[src/rtl/nec_ir_pkg.sv]
// Shared NEC IR definitions: state encoding and timing constants in 50 MHz clock cycles.
// The receiver imports the same package so both ends agree on frame timing.
package nec_ir_pkg;

    localparam int LEAD_BURST_CYC   = 450000;
    localparam int LEAD_SPACE_CYC   = 225000;
    localparam int BIT_BURST_CYC    = 28000;
    localparam int ZERO_SPACE_CYC   = 28000;
    localparam int ONE_SPACE_CYC    = 84500;
    localparam int GAP_CYC          = 2000000;
    localparam int CARRIER_HALF_CYC = 658;

    localparam int CNT_W = 21;
    localparam int IDX_W = 6;

    typedef enum logic [2:0] {
        ST_IDLE,
        ST_LEAD_BURST,
        ST_LEAD_SPACE,
        ST_BIT_BURST,
        ST_BIT_SPACE,
        ST_STOP_BURST,
        ST_GAP
    } ir_state_e;

    function automatic logic is_mark(input ir_state_e s);
        return (s == ST_LEAD_BURST) || (s == ST_BIT_BURST) || (s == ST_STOP_BURST);
    endfunction

endpackage

[src/rtl/ir_carrier_gen.sv]
// Carrier for the IR LED: square wave of period 2*HALF_CYC while en is high, restarting
// high on the first enabled cycle. en is the next-cycle mark flag so led lines up with ir_env.
module ir_carrier_gen #(
    parameter int HALF_CYC = nec_ir_pkg::CARRIER_HALF_CYC
) (
    input  logic clk,
    input  logic rst,
    input  logic en,
    output logic led
);
    localparam int DIV_W = $clog2(HALF_CYC + 1);

    logic [DIV_W-1:0] div_q, div_d;
    logic             led_q, led_d;
    logic             en_q, en_d;

    always_comb begin
        en_d  = en;
        div_d = '0;
        led_d = 1'b0;
        if (en) begin
            if (!en_q) begin
                led_d = 1'b1;
            end else if (div_q == DIV_W'(HALF_CYC - 1)) begin
                led_d = ~led_q;
            end else begin
                div_d = div_q + 1'b1;
                led_d = led_q;
            end
        end
    end

    always_ff @(posedge clk or posedge rst) begin
        if (rst) begin
            div_q <= '0;
            led_q <= 1'b0;
            en_q  <= 1'b0;
        end else begin
            div_q <= div_d;
            led_q <= led_d;
            en_q  <= en_d;
        end
    end

    assign led = led_q;

endmodule

[src/rtl/nec_ir_transmit.sv]
// NEC IR frame transmitter: leader, 32 pulse-distance bits LSB-first, stop mark, then idle gap.
// Define IR_TX_CARRIER_EN to modulate ir_led with the 38 kHz carrier; otherwise ir_led = ir_env.
module nec_ir_transmit #(
    parameter int LEAD_BURST_CYC = nec_ir_pkg::LEAD_BURST_CYC,
    parameter int LEAD_SPACE_CYC = nec_ir_pkg::LEAD_SPACE_CYC,
    parameter int BIT_BURST_CYC  = nec_ir_pkg::BIT_BURST_CYC,
    parameter int ZERO_SPACE_CYC = nec_ir_pkg::ZERO_SPACE_CYC,
    parameter int ONE_SPACE_CYC  = nec_ir_pkg::ONE_SPACE_CYC,
    parameter int GAP_CYC        = nec_ir_pkg::GAP_CYC
`ifdef IR_TX_CARRIER_EN
    , parameter int CARRIER_HALF_CYC = nec_ir_pkg::CARRIER_HALF_CYC
`endif
) (
    input  logic        clk,
    input  logic        rst,
    input  logic        tx_valid,
    input  logic [31:0] tx_data,
    output logic        tx_ready,
    output logic        tx_busy,
    output logic        tx_done,
    output logic        ir_env,
    output logic        ir_out_n,
    output logic        ir_led
);
    import nec_ir_pkg::*;

    ir_state_e        state_q, state_d;
    logic [CNT_W-1:0] cnt_q, cnt_d;
    logic [IDX_W-1:0] idx_q, idx_d;
    logic [31:0]      shift_q, shift_d;
    logic             tx_ready_q, tx_ready_d;
    logic             tx_busy_q, tx_busy_d;
    logic             tx_done_q, tx_done_d;
    logic             ir_env_q, ir_env_d;
    logic             ir_out_n_q, ir_out_n_d;
    logic [CNT_W-1:0] seg_len;
    logic             seg_last;

    always_comb begin
        case (state_q)
            ST_LEAD_SPACE:               seg_len = CNT_W'(LEAD_SPACE_CYC);
            ST_BIT_BURST, ST_STOP_BURST: seg_len = CNT_W'(BIT_BURST_CYC);
            ST_BIT_SPACE:                seg_len = shift_q[0] ? CNT_W'(ONE_SPACE_CYC)
                                                              : CNT_W'(ZERO_SPACE_CYC);
            ST_GAP:                      seg_len = CNT_W'(GAP_CYC);
            default:                     seg_len = CNT_W'(LEAD_BURST_CYC);
        endcase
    end

    assign seg_last = (cnt_q == seg_len - 1'b1);

    always_comb begin
        state_d = state_q;
        cnt_d   = cnt_q + 1'b1;
        idx_d   = idx_q;
        shift_d = shift_q;
        case (state_q)
            ST_IDLE: begin
                cnt_d = '0;
                // tx_ready is high exactly in IDLE, so tx_valid alone is the accept here
                if (tx_valid) begin
                    state_d = ST_LEAD_BURST;
                    shift_d = tx_data;
                    idx_d   = '0;
                end
            end
            ST_LEAD_BURST: if (seg_last) begin state_d = ST_LEAD_SPACE; cnt_d = '0; end
            ST_LEAD_SPACE: if (seg_last) begin state_d = ST_BIT_BURST;  cnt_d = '0; end
            ST_BIT_BURST:  if (seg_last) begin state_d = ST_BIT_SPACE;  cnt_d = '0; end
            ST_BIT_SPACE: begin
                if (seg_last) begin
                    cnt_d   = '0;
                    shift_d = shift_q >> 1;
                    if (idx_q == IDX_W'(31)) begin
                        state_d = ST_STOP_BURST;
                    end else begin
                        state_d = ST_BIT_BURST;
                        idx_d   = idx_q + 1'b1;
                    end
                end
            end
            ST_STOP_BURST: if (seg_last) begin state_d = ST_GAP;  cnt_d = '0; end
            ST_GAP:        if (seg_last) begin state_d = ST_IDLE; cnt_d = '0; end
            default: begin
                state_d = ST_IDLE;
                cnt_d   = '0;
            end
        endcase

        ir_env_d   = is_mark(state_d);
        ir_out_n_d = ~ir_env_d;
        tx_ready_d = (state_d == ST_IDLE);
        tx_busy_d  = (state_d != ST_IDLE);
        tx_done_d  = (state_d == ST_GAP) && (cnt_d == CNT_W'(GAP_CYC - 1));
    end

    always_ff @(posedge clk or posedge rst) begin
        if (rst) begin
            state_q    <= ST_IDLE;
            cnt_q      <= '0;
            idx_q      <= '0;
            shift_q    <= '0;
            tx_ready_q <= 1'b1;
            tx_busy_q  <= 1'b0;
            tx_done_q  <= 1'b0;
            ir_env_q   <= 1'b0;
            ir_out_n_q <= 1'b1;
        end else begin
            state_q    <= state_d;
            cnt_q      <= cnt_d;
            idx_q      <= idx_d;
            shift_q    <= shift_d;
            tx_ready_q <= tx_ready_d;
            tx_busy_q  <= tx_busy_d;
            tx_done_q  <= tx_done_d;
            ir_env_q   <= ir_env_d;
            ir_out_n_q <= ir_out_n_d;
        end
    end

    assign tx_ready = tx_ready_q;
    assign tx_busy  = tx_busy_q;
    assign tx_done  = tx_done_q;
    assign ir_env   = ir_env_q;
    assign ir_out_n = ir_out_n_q;

`ifdef IR_TX_CARRIER_EN
    ir_carrier_gen #(
        .HALF_CYC(CARRIER_HALF_CYC)
    ) u_carrier (
        .clk(clk),
        .rst(rst),
        .en (ir_env_d),
        .led(ir_led)
    );
`else
    assign ir_led = ir_env_q;
`endif

endmodule

[config.mk]
export PLATFORM = sky130hd
export DESIGN_NAME = nec_ir_transmit
export DESIGN_NICKNAME = d
export VERILOG_FILES = /design/src/rtl/nec_ir_pkg.sv /design/src/rtl/ir_carrier_gen.sv /design/src/rtl/nec_ir_transmit.sv
export SDC_FILE = /design/constraint.sdc
export NUM_CORES = 1
export LEC_CHECK = 0
export CORE_ASPECT_RATIO = 1.1
export CORE_MARGIN = 2
export CORE_UTILIZATION = 45
export CTS_BUF_LIST = sky130_fd_sc_hd__clkbuf_8
export DETAILED_ROUTE_END_ITERATION = 12
export PLACE_DENSITY = 0.7
export RECOVER_POWER = 25
export SYNTH_ARGS = -nofsm -noshare
export SYNTH_HDL_FRONTEND = slang
export SYNTH_SLANG_ARGS = --single-unit
export TNS_END_PERCENT = 100
[constraint.sdc]
create_clock -name clk -period 8.7 [get_ports clk]
set_input_delay 1.74 -clock clk [delete_from_list [all_inputs] [get_ports clk]]
set_output_delay 1.74 -clock clk [all_outputs]
set_load 0.05 [all_outputs]
[After elaboration in Yosys (flattened, before gate mapping)]
Index checks and enable logic that the tools add are counted.
Word-level totals
  bits in latches: 0
  flip-flop bits (word level): 67
  memory bits (read-only): 0
  logic and storage cells: 60
  memory bits (writable): 0
  memories: 0
  output and inout bits: 6
Cells by class
  bitwise gates (word level): 1
  shift-type cells: 0
  add/sub/neg operators: 3
  multiplexer cells: 20
  reductions and logical operators: 11
  div/mod/pow operators: 0
  eq/ne operators: 16
  $lt $le $gt $ge: 0
  $mul: 0
Operators with widths (count)
  one-hot mux 21 bit (4 select lines): 1
  2-to-1 mux 32 bit: 2
  one-hot mux 32 bit (2 select lines): 1
  2-to-1 mux 21 bit: 2
  2-to-1 mux 3 bit: 8
  adder 21 x 1 -> 21 bit (second input constant): 1
  equality test 21 bit: 1
  equality test 21 bit (second input constant): 1
  one-hot mux 3 bit (7 select lines): 1
  subtractor 21 x 1 -> 21 bit (second input constant): 1
  2-to-1 mux 6 bit: 3
  2-to-1 mux 17 bit: 1
  equality test 3 bit (second input constant): 5
  one-hot mux 6 bit (2 select lines): 1
  equality test 3 x 2 -> 1 bit (second input constant): 3
  adder 6 x 1 -> 6 bit (second input constant): 1
  equality test 3 x 1 -> 1 bit (second input constant): 2
  equality test 6 x 5 -> 1 bit (second input constant): 1
  logical NOT 3 bit: 2
  != test 2 bit (second input constant): 3
  OR reduction 6 bit: 1
  AND reduction 4 bit: 1
  AND reduction 3 bit: 1
  nonzero test 3 bit: 1
  5 further kinds: 6

[Longest topological paths before layout]
  depth after elaboration: 11
  gate-level depth with buffers: 12
  mapped depth without buffers: 10

[Worst setup path after synthesis]
Ideal clock, no wire load.
  kind: reg2reg
  start point: reg state_q[1]
  end point: reg shift_q[0]
  path buffers: 2
  setup time: 0.119 ns
  arrival: 3.057 ns
  path slack: 5.524 ns
  cell stages (with the launch flop): 13
  cell sequence: dfrtp_1 buf_2 nor3b_2 nand2_1 ha_1 xor2_2 mux2_2 a22o_1 a221o_2 nand4_4 nand2_1 buf_2 o21a_1
On the way
  word-level cells in the longest chain between the ends: 7
Ends and longest elaborated chain
  start, declared: line nec_ir_transmit.sv:27  | ir_state_e state_q, state_d;
  start signal, assigned: line nec_ir_transmit.sv:109  | state_q <= state_d;
  equality test 3 bit or equality test 3 x 2 -> 1 bit (tied branches): line nec_ir_transmit.sv:40  | case (state_q)
  OR reduction 2 bit: line nec_ir_transmit.sv:40
  one-hot mux 21 bit (4 select lines): line nec_ir_transmit.sv:40
  subtractor 21 x 1 -> 21 bit: line nec_ir_transmit.sv:50  | assign seg_last = (cnt_q == seg_len - 1'b1);
  equality test 21 bit: line nec_ir_transmit.sv:50
  != test 2 bit (no source line)
  AND reduction 3 bit (no source line)
  end signal, assigned: line nec_ir_transmit.sv:112  | shift_q <= shift_d;
  end, declared: line nec_ir_transmit.sv:30  | logic [31:0] shift_q, shift_d;
Parallel ways exist; a longest one is shown, timed or not.
A chain may end at the register's enable or synchronous reset.

==> metrics.cfg <==
[setup_path]
critical_path.endpoint_type = asynchronous set/reset pin
wp_data_required_ns = 8.35
r2r_start = state_q[2]
cp-startpoint = rst
startpoint_type = primary input
worst-setup-path-type = in -> async
worst-path-max-fanout = 67
cp_data_arrival_time_ns = 4.85

[synthesis]
fraction_of_the_yosys_area_taken_by_sequential_cells_pct = 42.8
mappedNetlistArea_um2 = 3920
synth_largest_area_cell = sky130_fd_sc_hd__dfrtp_1
synth_seq_cells = 67
netlist.area_leader.share_pct = 41.5
syn_inst = 405
syn-mean-instance-area_um2 = 9.68
post_synth_main_area_contributors = sky130_fd_sc_hd__dfrtp_1 (41%), sky130_fd_sc_hd__o22a_1 (6.9%), sky130_fd_sc_hd__o21a_1 (6.1%)
yosys_most_used_dff = sky130_fd_sc_hd__dfrtp_1
asyncSetResetFlopFracSynth_pct = 100
synth_most_common_cell = sky130_fd_sc_hd__dfrtp_1
yosysUniqueCellTypes = 61
edff_count_synth = 0
ys_top_cells_by_count = sky130_fd_sc_hd__dfrtp_1 (65), sky130_fd_sc_hd__nand2_1 (34), sky130_fd_sc_hd__o21a_1 (32)
total_nets_after_synthesis = 443
yosys_warnings = 0

[clocking]
cts_tree = done
cts_buffers = 9
worst_skew_pair.late_latency_ns = 0.35
cts.path.max_buffers = 2
post_cts_setup_buffer_count = 0
postCtsResizedCells = 0
clock_sinks = 67
clock_transition_at_the_register_clock_pins_on_the_worst_setup_and_hold_paths_after_cts_ns = 0.07
htree_num_levels = 3
clock_tree.root_cell = sky130_fd_sc_hd__clkbuf_8
cts_hold_buf = 0

[route]
route.vias.total = 3064
post_drt_via_cell_ratio = 5.67
detail_route.iter0.violations = 209
wirelength_mm = 8.32
detail_route.drc_violations = 0
drt-pass1-iter-count = 4
wl_per_cell_um = 15.4
drtAntennaViolNets = 0

[floorplanning]
boundaryPins = 41
rows = 35
horizontal_die_dimension_um = 93.0
start_util_pct = 46.6
floorplan.die_area_um2 = 9470
core_area_um2 = 8410
die_height_um = 102

[global_route]
global_route.usage.total_pct = 19.3
wire_length_of_the_first_global_routing_pass_mm = 14.6
number_of_antenna_violations_at_the_first_check_in_global_routing = 0
pin_count_of_the_biggest_net_entering_global_routing = 68
grt-ovfl-total = 0
grt_pass1_vias = 3089

[status]
status = finished with violations
violations_in_the_final_reports = max-capacitance violations, max-slew violations

[min_path]
class_of_the_tightest_hold_or_removal_check = reg -> reg
holdCritStartpoint = shift_q[13]

[power_and_ir_drop]
cellPowerDensity_nw_per_um2 = 177
combPwrFrac_pct = 14.5
lkg_pwr_nw = 1.75
pwr-share-seq_pct = 49.6
report.power.total_mw = 0.797
max-vdd-ir-drop_mv = 0.0853
power.switching_fraction_pct = 28.0
total_switching_power_mw = 0.223
internal-power_mw = 0.574
clkPwrFrac_pct = 35.9

[placement]
portBuffers = 40
numPlacedInstances = 524
hpwl_mm = 5.63
place_congestion = 0.855

[timing]
setup_viol_count_final = 0
hold_viol_final = 0
maxClockFrequency_ghz = 0.192
fin_crit_sh_pct = 59.8
setup_repair_after_global_routing_missed_its_margin = false
max_slew_margin_pct = -136
clock_skew_ns = 0.0133
final_max_slew_viol_count = 68
max_slew.worst_pin.slew_ns = 3.55
period_needed_ns = 5.20
sum_of_negative_setup_slack_ns = 0

[final_layout]
area_delta_synth_final_pct = 14.7
final_net_count = 462
antennaDiodeCount = 0
finalNonFillerCells = 540
layout-drive-gt1-share_pct = 10.5

[run]
cap_violations = 1

-- per-stage QoR --
stage / hold WS, ns / area (um^2) / util (%) / worst slack [ns]
2_1_floorplan: 0.461 / 3920 / - / 5.28
3_3_place_gp: 0.474 / 4280 / 50.9 / 4.11
3_5_place_dp: 0.481 / 4280 / 50.9 / 4.01
4_1_cts: 0.498 / 4500 / 53.5 / 4.01
5_1_grt: 0.511 / 4500 / 53.5 / 2.61
6_report: 0.495 / 4500 / 53.5 / 3.50
-- power groups by stage --
stage	Clock [mW]	Sequential [mW]	Combinational, mW
floorplan	0	0.370	0.110
global placement	0	0.400	0.112
detailed placement	0	0.401	0.118
CTS	0.292	0.395	0.118
global route	0.309	0.402	0.127
finish	0.286	0.395	0.116
-- area by class of cell --
cell class | instances | area [um^2]
clock buffer | 9 | 124
inverter | 6 | 22.5
tap | 111 | 139
multi-input combinational | 298 | 2030
clock inverter | 7 | 93.8
timing repair buffer | 42 | 412
sequential | 67 | 1680
fill | 782 | 3910
-- layer usage --
metal	wire length, um	GRT usage (%)
met3	333	4.20
met2	4090	32.9
met4	127	6.33
met5	0	0
met1	3770	24.5
-- cells by family (layout without fill, tap and decap cells) --
family	after synthesis	count (layout)	share of synthesized area (%)
adders and majority gates	3	3	0.958
xor gates and xnor gates	29	29	6.67
buffers and inverters	40	64	5.49
AOI/OAI and AO/OA	104	104	21.5
DFF	67	67	42.8
muxes	4	4	1.05
and+or+nand+nor	158	158	21.5
-- worst max-delay path, stage by stage --
cell                            delay [ns]
sky130_fd_sc_hd__dlygate4sd3_1        0.53
sky130_fd_sc_hd__clkinv_1             0.04
sky130_fd_sc_hd__clkbuf_1             2.48
-- final timing paths --
path	end	cells after the start	slack (ns)
min reg2reg	shift_q[13]	1	0.49
min in group asynchronous	shift_q[14]	3	3.20
max reg2reg	shift_q[14]	10	4.01
max in group clk	shift_q[14]	10	4.01
min	shift_q[13]	1	0.49
max	cnt_q[9]	3	3.50
-- cells in the final DEF (no fill, tap or decap), types with 5 or more instances in the layout --
cell and n:
sky130_fd_sc_hd__a21oi_1 10, sky130_fd_sc_hd__and3_1 9, sky130_fd_sc_hd__clkbuf_8 9, sky130_fd_sc_hd__clkdlybuf4s50_1 39, sky130_fd_sc_hd__dfrtp_1 65, sky130_fd_sc_hd__inv_1 5
sky130_fd_sc_hd__nand2_1 34, sky130_fd_sc_hd__nand2b_1 5, sky130_fd_sc_hd__nand3_1 23, sky130_fd_sc_hd__nand3b_1 5, sky130_fd_sc_hd__nand4_1 7, sky130_fd_sc_hd__nor2_1 30
sky130_fd_sc_hd__nor2_2 12, sky130_fd_sc_hd__nor3_1 10, sky130_fd_sc_hd__o21a_1 32, sky130_fd_sc_hd__o21ai_0 5, sky130_fd_sc_hd__o22a_1 31, sky130_fd_sc_hd__xnor2_1 11
sky130_fd_sc_hd__xor2_1 17
-- flip-flops by register name, summed over array words and instances (netlist names) --
| register | cells |
|---|---|
| cnt_q | 21 |
| idx_q | 6 |
| ir_env | 1 |
| ir_out_n | 1 |
| shift_q | 32 |
| state_q | 3 |
| tx_busy | 1 |
| tx_done | 1 |
| tx_ready | 1 |
Power figures use the tool's default switching activity.
